`src/rtl/eh2_pkg.sv`:
```
// rtl/eh2_pkg.sv - shared types for the LSU clock-control sequencer
package eh2_pkg;

  localparam int HYST_W = 4;

  typedef enum logic [1:0] {
    IDLE   = 2'b00,
    DRAIN  = 2'b01,
    HALTED = 2'b10
  } eh2_lsu_halt_state_t;

endpackage

```
`src/rtl/eh2_lsu_clk_ctl_if.sv`:
```
// rtl/eh2_lsu_clk_ctl_if.sv - LSU clock-control signal bundle (slave = sequencer side)
interface eh2_lsu_clk_ctl_if #(
  parameter int NUM_THREADS = 2,
  parameter int RATIO_W     = 3
);

  logic                   clk_override;
  logic [RATIO_W-1:0]     bus_ratio;
  logic                   lsu_active;
  logic [NUM_THREADS-1:0] lsu_thr_active;
  logic                   dma_dccm_req;
  logic [NUM_THREADS-1:0] stbuf_empty;
  logic [NUM_THREADS-1:0] bus_buffer_empty;
  logic [NUM_THREADS-1:0] halt_req;
  logic [NUM_THREADS-1:0] halt_ack;
  logic                   lsu_bus_clk_en;
  logic                   lsu_free_clken;
  logic                   lsu_idle;

  modport slave (
    input  clk_override, bus_ratio, lsu_active, lsu_thr_active, dma_dccm_req,
           stbuf_empty, bus_buffer_empty, halt_req,
    output halt_ack, lsu_bus_clk_en, lsu_free_clken, lsu_idle
  );

  modport master (
    output clk_override, bus_ratio, lsu_active, lsu_thr_active, dma_dccm_req,
           stbuf_empty, bus_buffer_empty, halt_req,
    input  halt_ack, lsu_bus_clk_en, lsu_free_clken, lsu_idle
  );

endinterface

```
`src/rtl/eh2_lsu_halt_fsm.sv`:
```
// rtl/eh2_lsu_halt_fsm.sv - per-thread halt/drain handshake
module eh2_lsu_halt_fsm
  import eh2_pkg::*;
(
  input  logic clk,
  input  logic rst,
  input  logic halt_req,
  input  logic drained,
  output logic halt_ack,
  output logic halted
);

  eh2_lsu_halt_state_t state_d, state_q;

  always_ff @(posedge clk) begin
    if (rst) begin
      state_q <= IDLE;
    end else begin
      state_q <= state_d;
    end
  end

  // Dropping the request always wins, even in the cycle the drain completes.
  always_comb begin
    state_d = state_q;
    case (state_q)
      IDLE: begin
        if (halt_req) state_d = DRAIN;
      end
      DRAIN: begin
        if (!halt_req)    state_d = IDLE;
        else if (drained) state_d = HALTED;
      end
      HALTED: begin
        if (!halt_req) state_d = IDLE;
      end
      default: state_d = IDLE;
    endcase
  end

  always_comb begin
    halted   = (state_q == HALTED);
    halt_ack = (state_q == HALTED);
  end

endmodule

```
`src/rtl/rvdffs.sv`:
```
// rtl/rvdffs.sv - enabled flop with synchronous active-high reset
module rvdffs #(
  parameter int               WIDTH     = 1,
  parameter logic [WIDTH-1:0] RESET_VAL = '0
) (
  input  logic             clk,
  input  logic             rst,
  input  logic             en,
  input  logic [WIDTH-1:0] din,
  output logic [WIDTH-1:0] dout
);

  always_ff @(posedge clk) begin
    if (rst) begin
      dout <= RESET_VAL;
    end else if (en) begin
      dout <= din;
    end
  end

endmodule

```
`src/rtl/eh2_lsu_clk_ctl.sv`:
```
// rtl/eh2_lsu_clk_ctl.sv - bus clock enable, free-clock hysteresis and per-thread halt sequencing
module eh2_lsu_clk_ctl
  import eh2_pkg::*;
#(
  parameter int NUM_THREADS = 2,
  parameter int RATIO_W     = 3,
  parameter int HYST_CNT    = 4
) (
  input  logic              clk,
  input  logic              rst,
  eh2_lsu_clk_ctl_if.slave  lsu_if
);

  localparam logic [HYST_W-1:0] HYST_INIT = HYST_W'(HYST_CNT);

  logic [RATIO_W-1:0]     ratio_d, ratio_q;
  logic [RATIO_W-1:0]     bcnt_d, bcnt_q;
  logic [HYST_W-1:0]      hyst_d, hyst_q;
  logic                   idle_d, idle_q;
  logic                   bus_edge;
  logic                   busy;
  logic [NUM_THREADS-1:0] drained;
  logic [NUM_THREADS-1:0] halted;
  logic [NUM_THREADS-1:0] halt_ack;

  // The new ratio is only picked up on a bus-cycle boundary so no runt pulse is produced.
  always_comb begin
    bus_edge = (bcnt_q == ratio_q);
    ratio_d  = lsu_if.bus_ratio;
    bcnt_d   = bus_edge ? '0 : bcnt_q + 1'b1;
  end

  rvdffs #(.WIDTH(RATIO_W)) u_ratio_ff (
    .clk  (clk),
    .rst  (rst),
    .en   (bus_edge),
    .din  (ratio_d),
    .dout (ratio_q)
  );

  rvdffs #(.WIDTH(RATIO_W)) u_bcnt_ff (
    .clk  (clk),
    .rst  (rst),
    .en   (1'b1),
    .din  (bcnt_d),
    .dout (bcnt_q)
  );

  always_comb begin
    busy = lsu_if.lsu_active | lsu_if.dma_dccm_req |
           ~&lsu_if.stbuf_empty | ~&lsu_if.bus_buffer_empty;
    if (busy) begin
      hyst_d = HYST_INIT;
    end else if (hyst_q != '0) begin
      hyst_d = hyst_q - 1'b1;
    end else begin
      hyst_d = '0;
    end
    idle_d = (&halted) & ~busy & (hyst_q == '0);
  end

  rvdffs #(.WIDTH(HYST_W), .RESET_VAL(HYST_INIT)) u_hyst_ff (
    .clk  (clk),
    .rst  (rst),
    .en   (1'b1),
    .din  (hyst_d),
    .dout (hyst_q)
  );

  rvdffs #(.WIDTH(1)) u_idle_ff (
    .clk  (clk),
    .rst  (rst),
    .en   (1'b1),
    .din  (idle_d),
    .dout (idle_q)
  );

  for (genvar g = 0; g < NUM_THREADS; g++) begin : g_thr
    assign drained[g] = lsu_if.stbuf_empty[g] & lsu_if.bus_buffer_empty[g] &
                        ~lsu_if.lsu_thr_active[g];

    eh2_lsu_halt_fsm u_fsm (
      .clk      (clk),
      .rst      (rst),
      .halt_req (lsu_if.halt_req[g]),
      .drained  (drained[g]),
      .halt_ack (halt_ack[g]),
      .halted   (halted[g])
    );
  end

  assign lsu_if.halt_ack       = halt_ack;
  assign lsu_if.lsu_bus_clk_en = bus_edge | lsu_if.clk_override;
  assign lsu_if.lsu_free_clken = busy | (hyst_q != '0) | lsu_if.clk_override;
  assign lsu_if.lsu_idle       = idle_q;

endmodule

```
`src/flat_wrapper.sv`:
```
// flat-port wrapper written by rule: the top's interface ports become plain ports
module eh2_lsu_clk_ctl_flat import eh2_pkg::*;
#(
  parameter int NUM_THREADS = 2,
  parameter int RATIO_W     = 3,
  parameter int HYST_CNT    = 4
)
  (clk, rst, lsu_if_clk_override, lsu_if_bus_ratio, lsu_if_lsu_active, lsu_if_lsu_thr_active, lsu_if_dma_dccm_req, lsu_if_stbuf_empty, lsu_if_bus_buffer_empty, lsu_if_halt_req, lsu_if_halt_ack, lsu_if_lsu_bus_clk_en, lsu_if_lsu_free_clken, lsu_if_lsu_idle);
  eh2_lsu_clk_ctl_if #(.NUM_THREADS(NUM_THREADS), .RATIO_W(RATIO_W)) lsu_if_i ();
  input  logic clk;
  input  logic rst;
  input wire logic [$bits(lsu_if_i.clk_override)-1:0] lsu_if_clk_override;
  input wire logic [$bits(lsu_if_i.bus_ratio)-1:0] lsu_if_bus_ratio;
  input wire logic [$bits(lsu_if_i.lsu_active)-1:0] lsu_if_lsu_active;
  input wire logic [$bits(lsu_if_i.lsu_thr_active)-1:0] lsu_if_lsu_thr_active;
  input wire logic [$bits(lsu_if_i.dma_dccm_req)-1:0] lsu_if_dma_dccm_req;
  input wire logic [$bits(lsu_if_i.stbuf_empty)-1:0] lsu_if_stbuf_empty;
  input wire logic [$bits(lsu_if_i.bus_buffer_empty)-1:0] lsu_if_bus_buffer_empty;
  input wire logic [$bits(lsu_if_i.halt_req)-1:0] lsu_if_halt_req;
  output wire logic [$bits(lsu_if_i.halt_ack)-1:0] lsu_if_halt_ack;
  output wire logic [$bits(lsu_if_i.lsu_bus_clk_en)-1:0] lsu_if_lsu_bus_clk_en;
  output wire logic [$bits(lsu_if_i.lsu_free_clken)-1:0] lsu_if_lsu_free_clken;
  output wire logic [$bits(lsu_if_i.lsu_idle)-1:0] lsu_if_lsu_idle;
  assign lsu_if_i.clk_override = lsu_if_clk_override;
  assign lsu_if_i.bus_ratio = lsu_if_bus_ratio;
  assign lsu_if_i.lsu_active = lsu_if_lsu_active;
  assign lsu_if_i.lsu_thr_active = lsu_if_lsu_thr_active;
  assign lsu_if_i.dma_dccm_req = lsu_if_dma_dccm_req;
  assign lsu_if_i.stbuf_empty = lsu_if_stbuf_empty;
  assign lsu_if_i.bus_buffer_empty = lsu_if_bus_buffer_empty;
  assign lsu_if_i.halt_req = lsu_if_halt_req;
  assign lsu_if_halt_ack = lsu_if_i.halt_ack;
  assign lsu_if_lsu_bus_clk_en = lsu_if_i.lsu_bus_clk_en;
  assign lsu_if_lsu_free_clken = lsu_if_i.lsu_free_clken;
  assign lsu_if_lsu_idle = lsu_if_i.lsu_idle;
  eh2_lsu_clk_ctl #(.NUM_THREADS(NUM_THREADS), .RATIO_W(RATIO_W), .HYST_CNT(HYST_CNT)) u_core (.clk(clk), .rst(rst), .lsu_if(lsu_if_i));
endmodule
```
`config.mk`:
```
export PLATFORM = sky130hd
export DESIGN_NAME = eh2_lsu_clk_ctl_flat
export DESIGN_NICKNAME = d
export VERILOG_FILES = /design/src/rtl/eh2_pkg.sv /design/src/rtl/eh2_lsu_clk_ctl_if.sv /design/src/rtl/eh2_lsu_halt_fsm.sv /design/src/rtl/rvdffs.sv /design/src/rtl/eh2_lsu_clk_ctl.sv /design/src/flat_wrapper.sv
export SDC_FILE = /design/constraint.sdc
export NUM_CORES = 1
export LEC_CHECK = 0
export ABC_AREA = 1
export BUFFER_PORTS_ARGS = -buffer_cell sky130_fd_sc_hd__buf_2
export CAP_MARGIN = 5
export CELL_PAD_IN_SITES_DETAIL_PLACEMENT = 0
export CELL_PAD_IN_SITES_GLOBAL_PLACEMENT = 1
export CORE_ASPECT_RATIO = 1.4
export CORE_MARGIN = 2
export CORE_UTILIZATION = 37
export CTS_CLUSTER_SIZE = 28
export DETAILED_ROUTE_END_ITERATION = 8
export PLACE_DENSITY_LB_ADDON = 0.1
export RECOVER_POWER = 25
export SLEW_MARGIN = 20
export SYNTH_ARGS = -nofsm -noshare
export SYNTH_HDL_FRONTEND = slang
export SYNTH_SLANG_ARGS = --single-unit
```
`constraint.sdc`:
```
create_clock -name clk -period 2.42 [get_ports clk]
set_input_delay 0.484 -clock clk [delete_from_list [all_inputs] [get_ports clk]]
set_output_delay 0.484 -clock clk [all_outputs]
set_load 0.05 [all_outputs]
```
==> flow_metrics.py, run 1 <==
metrics = {
    "critical_path": {
        "cp-start-kind": "register",
        "path_delay_family": "simple AND/OR/NAND/NOR gates",
        "crit_path_top_delay_cell": "dfxtp_1",
        "criticalPathCategory": "register to output port",
        "r2r_cells": 5,
        "crit_cells": 6,
        "arrival_ns": 1.52,
        "cp.required_ns": 1.94,
        "critPathMaxStageDelay_ns": 0.33,
        "crit_fanout": 3,
        "critPathBufInv": 2,
        "path_cells": "inv_1, ha_1, nand2_1, nand3b_1, or2_1, buf_2",
        "critPathCaptureType": "output port",
    },
    "timing": {
        "fin_ws_ns": 0.4172,
        "setup_tns_ns": 0,
        "holdWs_ns": 0.3747,
        "post-route-period-util": 0.8276,
        "rsz0062_at_grt": "false",
        "skew_ns": 0.001649,
        "drv_slew": 0,
        "worstMarginPinSlew_ns": 0.3250,
        "setup_viol": 0,
        "layout_min_cycle_time_ns": 2.003,
        "relSlewSlack": 0.7831,
        "hold_viol": 0,
        "fmax_mhz": 499.3,
    },
    "logic_synthesis": {
        "synth_cells": 100,
        "yosys_register_bits": 15,
        "synth_nets": 119,
        "yosysWarningCount": 0,
        "synth.cell_area_um2": 725.7,
        "seq_area_frac_synth": 0.4138,
        "yosysUniqueCellTypes": 20,
        "avgSynthCellArea_um2": 7.257,
    },
    "floorplan": {
        "die_w_um": 41.43,
        "rows": 19,
        "die_area_um2": 2337,
        "initial_utilization": 0.3816,
        "io_pins": 21,
        "design.core.area_um2": 1902,
        "die_y_um": 56.40,
    },
    "route": {
        "route.detailed.drc": 0,
        "vias": 654,
        "drtIter0Drc": 10,
        "ant_nets": 0,
        "firstDrtPassIters": 3,
        "routed_wl_um": 1329,
        "wl_per_cell_um": 9.359,
        "routed_via_density": 4.606,
    },
    "power_and_ir_drop": {
        "p_per_area_nw_per_um2": 847.8,
        "total_power_mw": 0.7277,
        "irDropWorstVdd_mv": 0.3094,
        "p_leak_nw": 0.4361,
    },
    "global_routing": {
        "grt_use_total": 0.1345,
        "antenna_found_initial": 0,
        "grt_overflow": 0,
        "grt_max_degree": 12,
        "grt_pass1_wl_um": 2470,
        "grt_pass1_vias": 651,
    },
    "clocking": {
        "numCtsBuffers": 3,
        "clk_pin_slew_worst_paths_ns": 0.09,
        "htree_num_levels": 1,
        "clock_path_buffers": 2,
        "clock_tree.root_cell": "clkbuf_4",
        "cts.hold.buffers_added": 0,
        "cts_tree": "done",
        "clock_sinks": 15,
        "cts_resized": 0,
        "cts_setup_buffers": 0,
        "insertion_delay_ns": 0.27,
    },
    "cells_and_area": {
        "finish.utilization": 0.4513,
        "area_delta_synth_final_pct": 18.28,
        "seq_area_um2": 300.3,
        "final_nets": 141,
        "layout_commonest_cell": "inv_1",
        "multi_input_area_um2": 326.6,
        "final.fill_count": 225,
        "diodes": 0,
        "final_cell_mix": "21 x inv_1, 20 x nand2_1, 20 x buf_2",
        "drive_above_1_share": 0.2231,
    },
    "min_path": {
        "min_path_type": "primary input to register",
        "hold_path_depth": 2,
    },
    "place": {
        "portBuffers": 20,
        "dp_slack_ns": 0.5509,
        "dp_hpwl_um": 1114,
        "place_congestion": 0.7170,
    },
    "run": {
        "maxCapViolCount": 0,
    },
    "run_status": {
        "outcome": "finished clean",
    },
}
==> per-layer routing <==
metal  global-route usage  wire, µm
met5                    0         0
met4              0.06912        14
met3              0.02251        44
met2               0.2589       773
met1               0.1317       496
==> registers in the layout, indices dropped and copies added, names as in the netlist <==
| register | flops |
|---|---|
| u_core.g_thr.u_fsm.state_q | 4 |
| u_core.u_bcnt_ff.dout | 3 |
| u_core.u_hyst_ff.dout | 4 |
| u_core.u_idle_ff.dout | 1 |
| u_core.u_ratio_ff.dout | 3 |
==> synth_stat cells <==
| cell | number | area share |
|---|---|---|
| nor2_1 | 15 | 0.078 |
| and3_1 | 1 | 0.0086 |
| xnor2_1 | 2 | 0.024 |
| nand2_1 | 20 | 0.10 |
| nand4_1 | 5 | 0.043 |
| nor3_1 | 2 | 0.014 |
| xnor2_2 | 1 | 0.022 |
| or2_1 | 1 | 0.0086 |
| nand3b_1 | 1 | 0.010 |
| dfxtp_1 | 15 | 0.41 |
| buf_2 | 1 | 0.0069 |
| nand3_1 | 4 | 0.028 |
| nand3_2 | 1 | 0.014 |
| ha_1 | 3 | 0.052 |
| inv_1 | 21 | 0.11 |
| nor3_2 | 1 | 0.014 |
| buf_4 | 2 | 0.021 |
| nor4_1 | 1 | 0.0086 |
| or2_2 | 1 | 0.0086 |
| a21oi_1 | 2 | 0.014 |
==> metrics by stage <==
stage,cell area [µm²],cells
2_1_floorplan,725.7,100
5_1_grt,858.3,142
4_1_cts,858.3,142
3_3_place_gp,832.0,138
3_5_place_dp,832.0,138
6_report,858.3,142
==> worst paths after layout <==
check                           slack (ns)                                           from                                       endpoint
worst max-delay path                  0.42            u_core.u_hyst_ff.dout[0]$_SDFF_PP0_                          lsu_if_lsu_free_clken
worst min-delay path                  0.37                                            rst  u_core.g_thr[1].u_fsm.state_q[0]$_SDFFE_PP0P_
worst max register to register        1.21            u_core.u_hyst_ff.dout[0]$_SDFF_PP0_            u_core.u_hyst_ff.dout[2]$_SDFF_PP1_
worst min register to register        0.43  u_core.g_thr[1].u_fsm.state_q[1]$_SDFFE_PP0P_  u_core.g_thr[1].u_fsm.state_q[0]$_SDFFE_PP0P_
==> power by group <==
group / total, mW / switching [mW] / internal [mW]
logic: 0.274 / 0.174 / 0.0997
clock network: 0.140 / 0.0761 / 0.0637
registers: 0.314 / 0.0292 / 0.285
total: 0.728 / 0.279 / 0.449
==> cell families after synthesis <==
kind of cell / synth area share
compound gates: 0.01379
buf+inv: 0.1362
xor+xnor: 0.04656
flops: 0.4138
fa+ha+maj: 0.05173
simple gates: 0.3380
==> area by class of cell <==
cell class / instances / area share
Timing Repair Buffer: 20 / 0.1166
Clock buffer: 4 / 0.03061
Multi-Input combinational cell: 61 / 0.3805
Tap cell: 21 / 0.03061
Inverter: 21 / 0.09184
Sequential cell: 15 / 0.3499
No activity file was read; power rests on OpenSTA's default activity.
==> inputs of run 2 (changes only) <==
--- a/config.mk
+++ b/config.mk
@@ -12,7 +12,7 @@
 export CELL_PAD_IN_SITES_GLOBAL_PLACEMENT = 1
 export CORE_ASPECT_RATIO = 1.4
 export CORE_MARGIN = 2
-export CORE_UTILIZATION = 37
+export CORE_UTILIZATION = 31
 export CTS_CLUSTER_SIZE = 28
 export DETAILED_ROUTE_END_ITERATION = 8
 export PLACE_DENSITY_LB_ADDON = 0.1
==> constraint.sdc (replaced) <==
create_clock -name clk -period 1.76 [get_ports clk]
set_input_delay 0.352 -clock clk [delete_from_list [all_inputs] [get_ports clk]]
set_output_delay 0.352 -clock clk [all_outputs]
set_load 0.05 [all_outputs]
==> run 2 against run 1 <==
Compared with the run above:
- the run now ends with setup timing left
- non-clock buffer count increased by 6
- worst hold slack got worse by 0.13 ns
- highest routed layer unchanged
- die area grew 18%
- core utilization down 2.5 points
- global-route usage is 0.51 points lower
- routed wire length rose by 13%
- critical path depth unchanged
- combinational power up 59%
==> flow_metrics.py, run 2 (synthesized netlist as in run 1, its figures left out) <==
metrics = {
    "floorplan": {
        "io_pins": 21,
        "design.core.area_um2": 2202,
        "die_y_um": 61.25,
        "die_area_um2": 2749,
        "rows": 20,
        "initial_utilization": 0.3295,
        "die_w_um": 44.89,
    },
    "global_routing": {
        "antenna_found_initial": 0,
        "grt_overflow": 0,
        "grt_use_total": 0.1294,
        "grt_pass1_wl_um": 2566,
        "grt_pass1_vias": 642,
        "grt_max_degree": 12,
    },
    "cells_and_area": {
        "finish.utilization": 0.4261,
        "reg_top3": "u_core.g_thr.u_fsm.state_q: 4 flops, u_core.u_hyst_ff.dout: 4 flops",
        "final_cell_mix": "19 x inv_1, 19 x nand2_1, 18 x buf_2",
        "drive_above_1_share": 0.3071,
        "diodes": 0,
        "area_delta_synth_final_pct": 29.31,
        "final_nets": 147,
    },
    "clocking": {
        "clock_path_buffers": 2,
        "clk_pin_slew_worst_paths_ns": 0.09,
        "numCtsBuffers": 3,
        "clock_tree.root_cell": "clkbuf_4",
        "insertion_delay_ns": 0.27,
        "htree_num_levels": 1,
        "clock_sinks": 15,
        "cts_tree": "done",
    },
    "route": {
        "route.detailed.drc": 0,
        "vias": 649,
        "drtIter0Drc": 6,
        "firstDrtPassIters": 3,
        "routed_via_density": 4.356,
        "ant_nets": 0,
        "wl_per_cell_um": 10.11,
        "routed_wl_um": 1506,
    },
    "min_path": {
        "min_path_type": "primary input to register",
    },
    "power_and_ir_drop": {
        "p_int_mw": 0.6535,
        "p_leak_nw": 0.4734,
        "total_power_mw": 1.064,
        "p_per_area_nw_per_um2": 1134,
        "switchingPower_mw": 0.4103,
        "power_frac_comb": 0.409,
        "sw_frac_of_total": 0.3857,
        "clkPwrFrac": 0.184,
        "irDropWorstVdd_mv": 0.3628,
        "seq_power_share": 0.407,
    },
    "timing": {
        "holdWs_ns": 0.2452,
        "rsz0062_at_grt": "true",
        "skew_ns": 0.0002811,
        "layout_min_cycle_time_ns": 1.785,
        "fmax_mhz": 560.1,
        "worstMarginPinSlew_ns": 0.3458,
        "drv_slew": 0,
        "relSlewSlack": 0.7692,
        "setup_viol": 1,
        "fin_ws_ns": -0.02548,
        "post-route-period-util": 1.014,
        "hold_viol": 0,
        "setup_tns_ns": -0.02548,
    },
    "critical_path": {
        "cp-start-kind": "register",
        "crit_path_top_delay_cell": "dfxtp_2",
        "crit_fanout": 2,
        "critPathBufInv": 2,
        "path_cells": "inv_2, ha_4, nand2_2, nand3b_1, or2_1, buf_6",
        "criticalPathCategory": "register to output port",
        "cp.required_ns": 1.41,
        "arrival_ns": 1.43,
        "path_delay_family": "simple AND/OR/NAND/NOR gates",
        "critPathCaptureType": "output port",
        "critPathMaxStageDelay_ns": 0.34,
    },
    "place": {
        "portBuffers": 20,
        "place_congestion": 0.6819,
        "dp_hpwl_um": 1130,
    },
    "run_status": {
        "outcome": "finished with violations",
        "violations": "setup timing",
    },
    "run": {
        "maxCapViolCount": 0,
    },
}
-- run 2: changes by cell type in the layout (fill, tap and decap cells not counted), moves of 2 or more --
cell / before / now
buf_2: 20 / 18
buf_4: 0 / 7
dfxtp_1: 15 / 13
dfxtp_2: 0 / 2
inv_1: 21 / 19
inv_2: 0 / 2
-- run 2: path summary, 6_finish.rpt --
kind / slack, ns / start / cells past startpoint / endpoint
worst max-delay path: -0.03 / u_core.u_hyst_ff.dout[0]$_SDFF_PP0_ / 6 / lsu_if_lsu_free_clken
worst min-delay path: 0.25 / rst / 2 / u_core.g_thr[1].u_fsm.state_q[0]$_SDFFE_PP0P_
worst max register to register: 0.47 / u_core.u_hyst_ff.dout[0]$_SDFF_PP0_ / 6 / u_core.u_hyst_ff.dout[2]$_SDFF_PP1_
worst min register to register: 0.44 / u_core.g_thr[1].u_fsm.state_q[1]$_SDFFE_PP0P_ / 1 / u_core.g_thr[1].u_fsm.state_q[0]$_SDFFE_PP0P_
-- run 2: what timing repair did --
action                                  in CTS  in global routing
pin swaps                                    2                  3
resized for setup                           10                  1
buffers inserted                             4                  2
hold buffers                                 0                  0
endpoints found under the setup margin       2                  2
-- run 2: cell type report --
cell class / instances / area (µm²)
inverters: 21 / 78.83
well taps: 22 / 27.53
fillers: 239 / 1264
multi-input cells: 61 / 349.1
repair buffers: 26 / 153.9
flip-flops and latches: 15 / 302.8
clock buffers: 4 / 26.28
-- run 2: power groups by stage --
| stage | Combinational [mW] | Clock (mW) | Sequential [mW] |
|---|---|---|---|
| after global routing | 0.496 | 0.223 | 0.441 |
| final | 0.435 | 0.196 | 0.433 |
| after floorplan | 0.305 | 0 | 0.433 |
| after detailed placement | 0.389 | 0 | 0.442 |
| after CTS | 0.401 | 0.209 | 0.433 |
| after global placement | 0.383 | 0 | 0.442 |
-- run 2: metal layers --
metal	up-vias	GRT usage	routed length, µm
met5	-	0	0
met4	0	0.07563	19
met3	2	0.01760	52
met2	10	0.2547	863
met1	279	0.1239	570
li1	358	-	-
-- run 2: through the flow --
step / instance area (µm²) / instances / worst slack (ns)
2_1_floorplan: 725.7 / 100 / 0.2637
3_3_place_gp: 833.3 / 139 / 0.1576
3_5_place_dp: 833.3 / 139 / 0.1495
4_1_cts: 915.9 / 147 / -0.04992
5_1_grt: 938.4 / 149 / -0.1008
6_report: 938.4 / 149 / -0.02548
==> inputs of run 3 (changes only) <==
--- a/config.mk
+++ b/config.mk
@@ -15,6 +15,7 @@
 export CORE_UTILIZATION = 31
 export CTS_CLUSTER_SIZE = 28
 export DETAILED_ROUTE_END_ITERATION = 8
+export GPL_TIMING_DRIVEN = 0
 export PLACE_DENSITY_LB_ADDON = 0.1
 export RECOVER_POWER = 25
 export SLEW_MARGIN = 20
==> run 3 against run 2 <==
Compared with the run above:
- the flow still finishes with violations (setup timing)
- register-to-register slack better by 0.03 ns
- count of clock-buffer cells in the layout unchanged
- non-clock buffer count increased by 1
- highest routed layer unchanged
- clock skew barely moved
- total power is 4.3% lower
- routed wire length shrank 6.0%
- global-route usage decreased by 0.76 points
- die area unchanged
- worst hold slack improved by 0.0022 ns
- cell count up 0.67%
- fmax is 0.44% higher
- design area unchanged
==> flow_metrics.py, run 3 (synthesized netlist as in run 1, its figures left out) <==
metrics = {
    "place": {
        "place_congestion": 0.6539,
        "portBuffers": 20,
        "dp_hpwl_um": 1167,
        "dpl_cell_area_um2": 853.3,
    },
    "critical_path": {
        "crit_path_top_delay_cell": "dfxtp_2",
        "cp.required_ns": 1.41,
        "rrSetupSlack_ns": 0.50,
        "crit_fanout": 2,
        "criticalPathCategory": "register to output port",
        "critPathMaxStageDelay_ns": 0.33,
        "path_cells": "inv_2, ha_4, nand2_2, nand3b_1, or2_1, buf_6",
        "worst_r2r_endpoint": "u_core.u_hyst_ff.dout[2]$_SDFF_PP1_",
        "cp-start-kind": "register",
        "arrival_ns": 1.43,
        "critPathCaptureType": "output port",
        "worstReg2RegStart": "u_core.u_hyst_ff.dout[1]$_SDFF_PP0_",
        "r2r_cells": 6,
    },
    "global_routing": {
        "antenna_found_initial": 0,
        "use_met2": 0.2402,
        "grtUsageMet3": 0.01760,
        "grt_pass1_wl_um": 2428,
        "grt_overflow": 0,
        "grt_pass1_vias": 626,
        "top_usage_layer": "met2",
        "grt_max_degree": 11,
        "grt_use_total": 0.1218,
        "grtUsageMet1": 0.1189,
    },
    "route": {
        "route.detailed.drc": 0,
        "wl_per_cell_um": 9.440,
        "routed_wl_um": 1416,
        "routed_via_density": 4.400,
        "vias": 660,
        "ant_nets": 0,
        "drtIter0Drc": 9,
        "firstDrtPassIters": 4,
    },
    "cells_and_area": {
        "drive_above_1_share": 0.3203,
        "reg_top3": "u_core.g_thr.u_fsm.state_q: 4 flops, u_core.u_hyst_ff.dout: 4 flops",
        "final.fill_count": 249,
        "final_nets": 148,
        "diodes": 0,
        "final_cell_mix": "19 x inv_1, 18 x nand2_1, 18 x buf_2",
        "area_delta_synth_final_pct": 29.31,
        "layout_commonest_cell": "inv_1",
        "design_area_um2": 938.4,
    },
    "timing": {
        "relSlewSlack": 0.7368,
        "skew_ns": 0.0007235,
        "rsz0062_at_grt": "true",
        "drv_slew": 0,
        "setup_viol": 1,
        "fin_ws_ns": -0.01763,
        "setup_tns_ns": -0.01763,
        "hold_viol": 0,
        "post-route-period-util": 1.010,
        "worstMarginPinSlew_ns": 0.3948,
        "fmax_mhz": 562.5,
        "layout_min_cycle_time_ns": 1.778,
    },
    "clocking": {
        "htree_num_levels": 1,
        "cts_tree": "done",
        "clock_tree.root_cell": "clkbuf_4",
        "clock_sinks": 15,
        "insertion_delay_ns": 0.27,
        "clk_pin_slew_worst_paths_ns": 0.09,
        "cts.hold.buffers_added": 0,
        "clock_path_buffers": 2,
        "numCtsBuffers": 3,
    },
    "min_path": {
        "hold_path_depth": 2,
        "min_path_type": "primary input to register",
        "min_from": "rst",
        "min_to": "u_core.g_thr[1].u_fsm.state_q[0]$_SDFFE_PP0P_",
    },
    "floorplan": {
        "initial_utilization": 0.3295,
        "design.core.area_um2": 2202,
        "die_area_um2": 2749,
        "die_w_um": 44.89,
        "die_y_um": 61.25,
        "io_pins": 21,
        "rows": 20,
    },
    "run_status": {
        "outcome": "finished with violations",
        "violations": "setup timing",
    },
    "run": {
        "maxCapViolCount": 0,
    },
    "power_and_ir_drop": {
        "p_per_area_nw_per_um2": 1085,
        "p_leak_nw": 0.4749,
        "irDropWorstVdd_mv": 0.3726,
    },
}
-- run 3: cell count changes in the layout (fill, tap and decap cells not counted), sizes merged --
cell    delta
clkbuf     +1
-- run 3: per-layer routing --
layer / up-vias / part of all wire
met2: 10 / 0.58
li1: 358 / -
met1: 290 / 0.37
met3: 2 / 0.032
met5: - / 0
met4: 0 / 0.013
-- run 3: worst max-delay path by stage --
stage,slack [ns],endpoint,startpoint,cells after the start
after floorplan,0.26,lsu_if_lsu_free_clken,u_core.u_hyst_ff.dout[0]$_SDFF_PP0_,5
after global placement,0.14,lsu_if_lsu_free_clken,lsu_if_stbuf_empty[0],6
after detailed placement,0.13,lsu_if_lsu_free_clken,lsu_if_stbuf_empty[0],6
after CTS,-0.07,lsu_if_lsu_free_clken,u_core.u_hyst_ff.dout[1]$_SDFF_PP0_,6
after global routing,-0.10,lsu_if_lsu_free_clken,u_core.u_hyst_ff.dout[1]$_SDFF_PP0_,6
final,-0.02,lsu_if_lsu_free_clken,u_core.u_hyst_ff.dout[0]$_SDFF_PP0_,6
-- run 3: layout make-up --
class / count / area [µm²] / area share
timing repair buffer: 24 / 138.9 / 0.1480
clock buffer: 4 / 26.28 / 0.02800
sequential: 15 / 304.0 / 0.3240
inverter: 21 / 78.83 / 0.08400
tap: 22 / 27.53 / 0.02933
multi-input combinational: 61 / 344.1 / 0.3667
buffer: 3 / 18.77 / 0.02000
-- run 3: what timing repair did --
item,4_1_cts,5_1_grt
buffers inserted,3,1
pin swaps,2,2
resized for setup,10,2
setup endpoints to repair,2,2
-- run 3: metrics by stage --
step           worst slack [ns]    util  power [mW]  instances  hold WS, ns
5_1_grt                 -0.1011  0.4261       1.120        150       0.2454
4_1_cts                -0.07113  0.4216       1.038        149       0.2350
6_report               -0.01763  0.4261       1.018        150       0.2475
3_3_place_gp             0.1360  0.3875      0.8199        142       0.4199
2_1_floorplan            0.2637       -      0.7372        100       0.3970
3_5_place_dp             0.1286  0.3875      0.8307        142       0.4158
-- run 3: where the power goes --
| part | switching [mW] | internal [mW] |
|---|---|---|
| sequential | 0.0421 | 0.395 |
| combinational | 0.243 | 0.146 |
| clock | 0.104 | 0.0877 |
| total | 0.389 | 0.629 |
-- run 3: worst max-delay path, delay by kind of cell, from the launching register on --
family	cells	cell delay, ns
fa+ha+maj	1	0.13
simple gates	3	0.46
flops	1	0.33
buf+inv	2	0.22
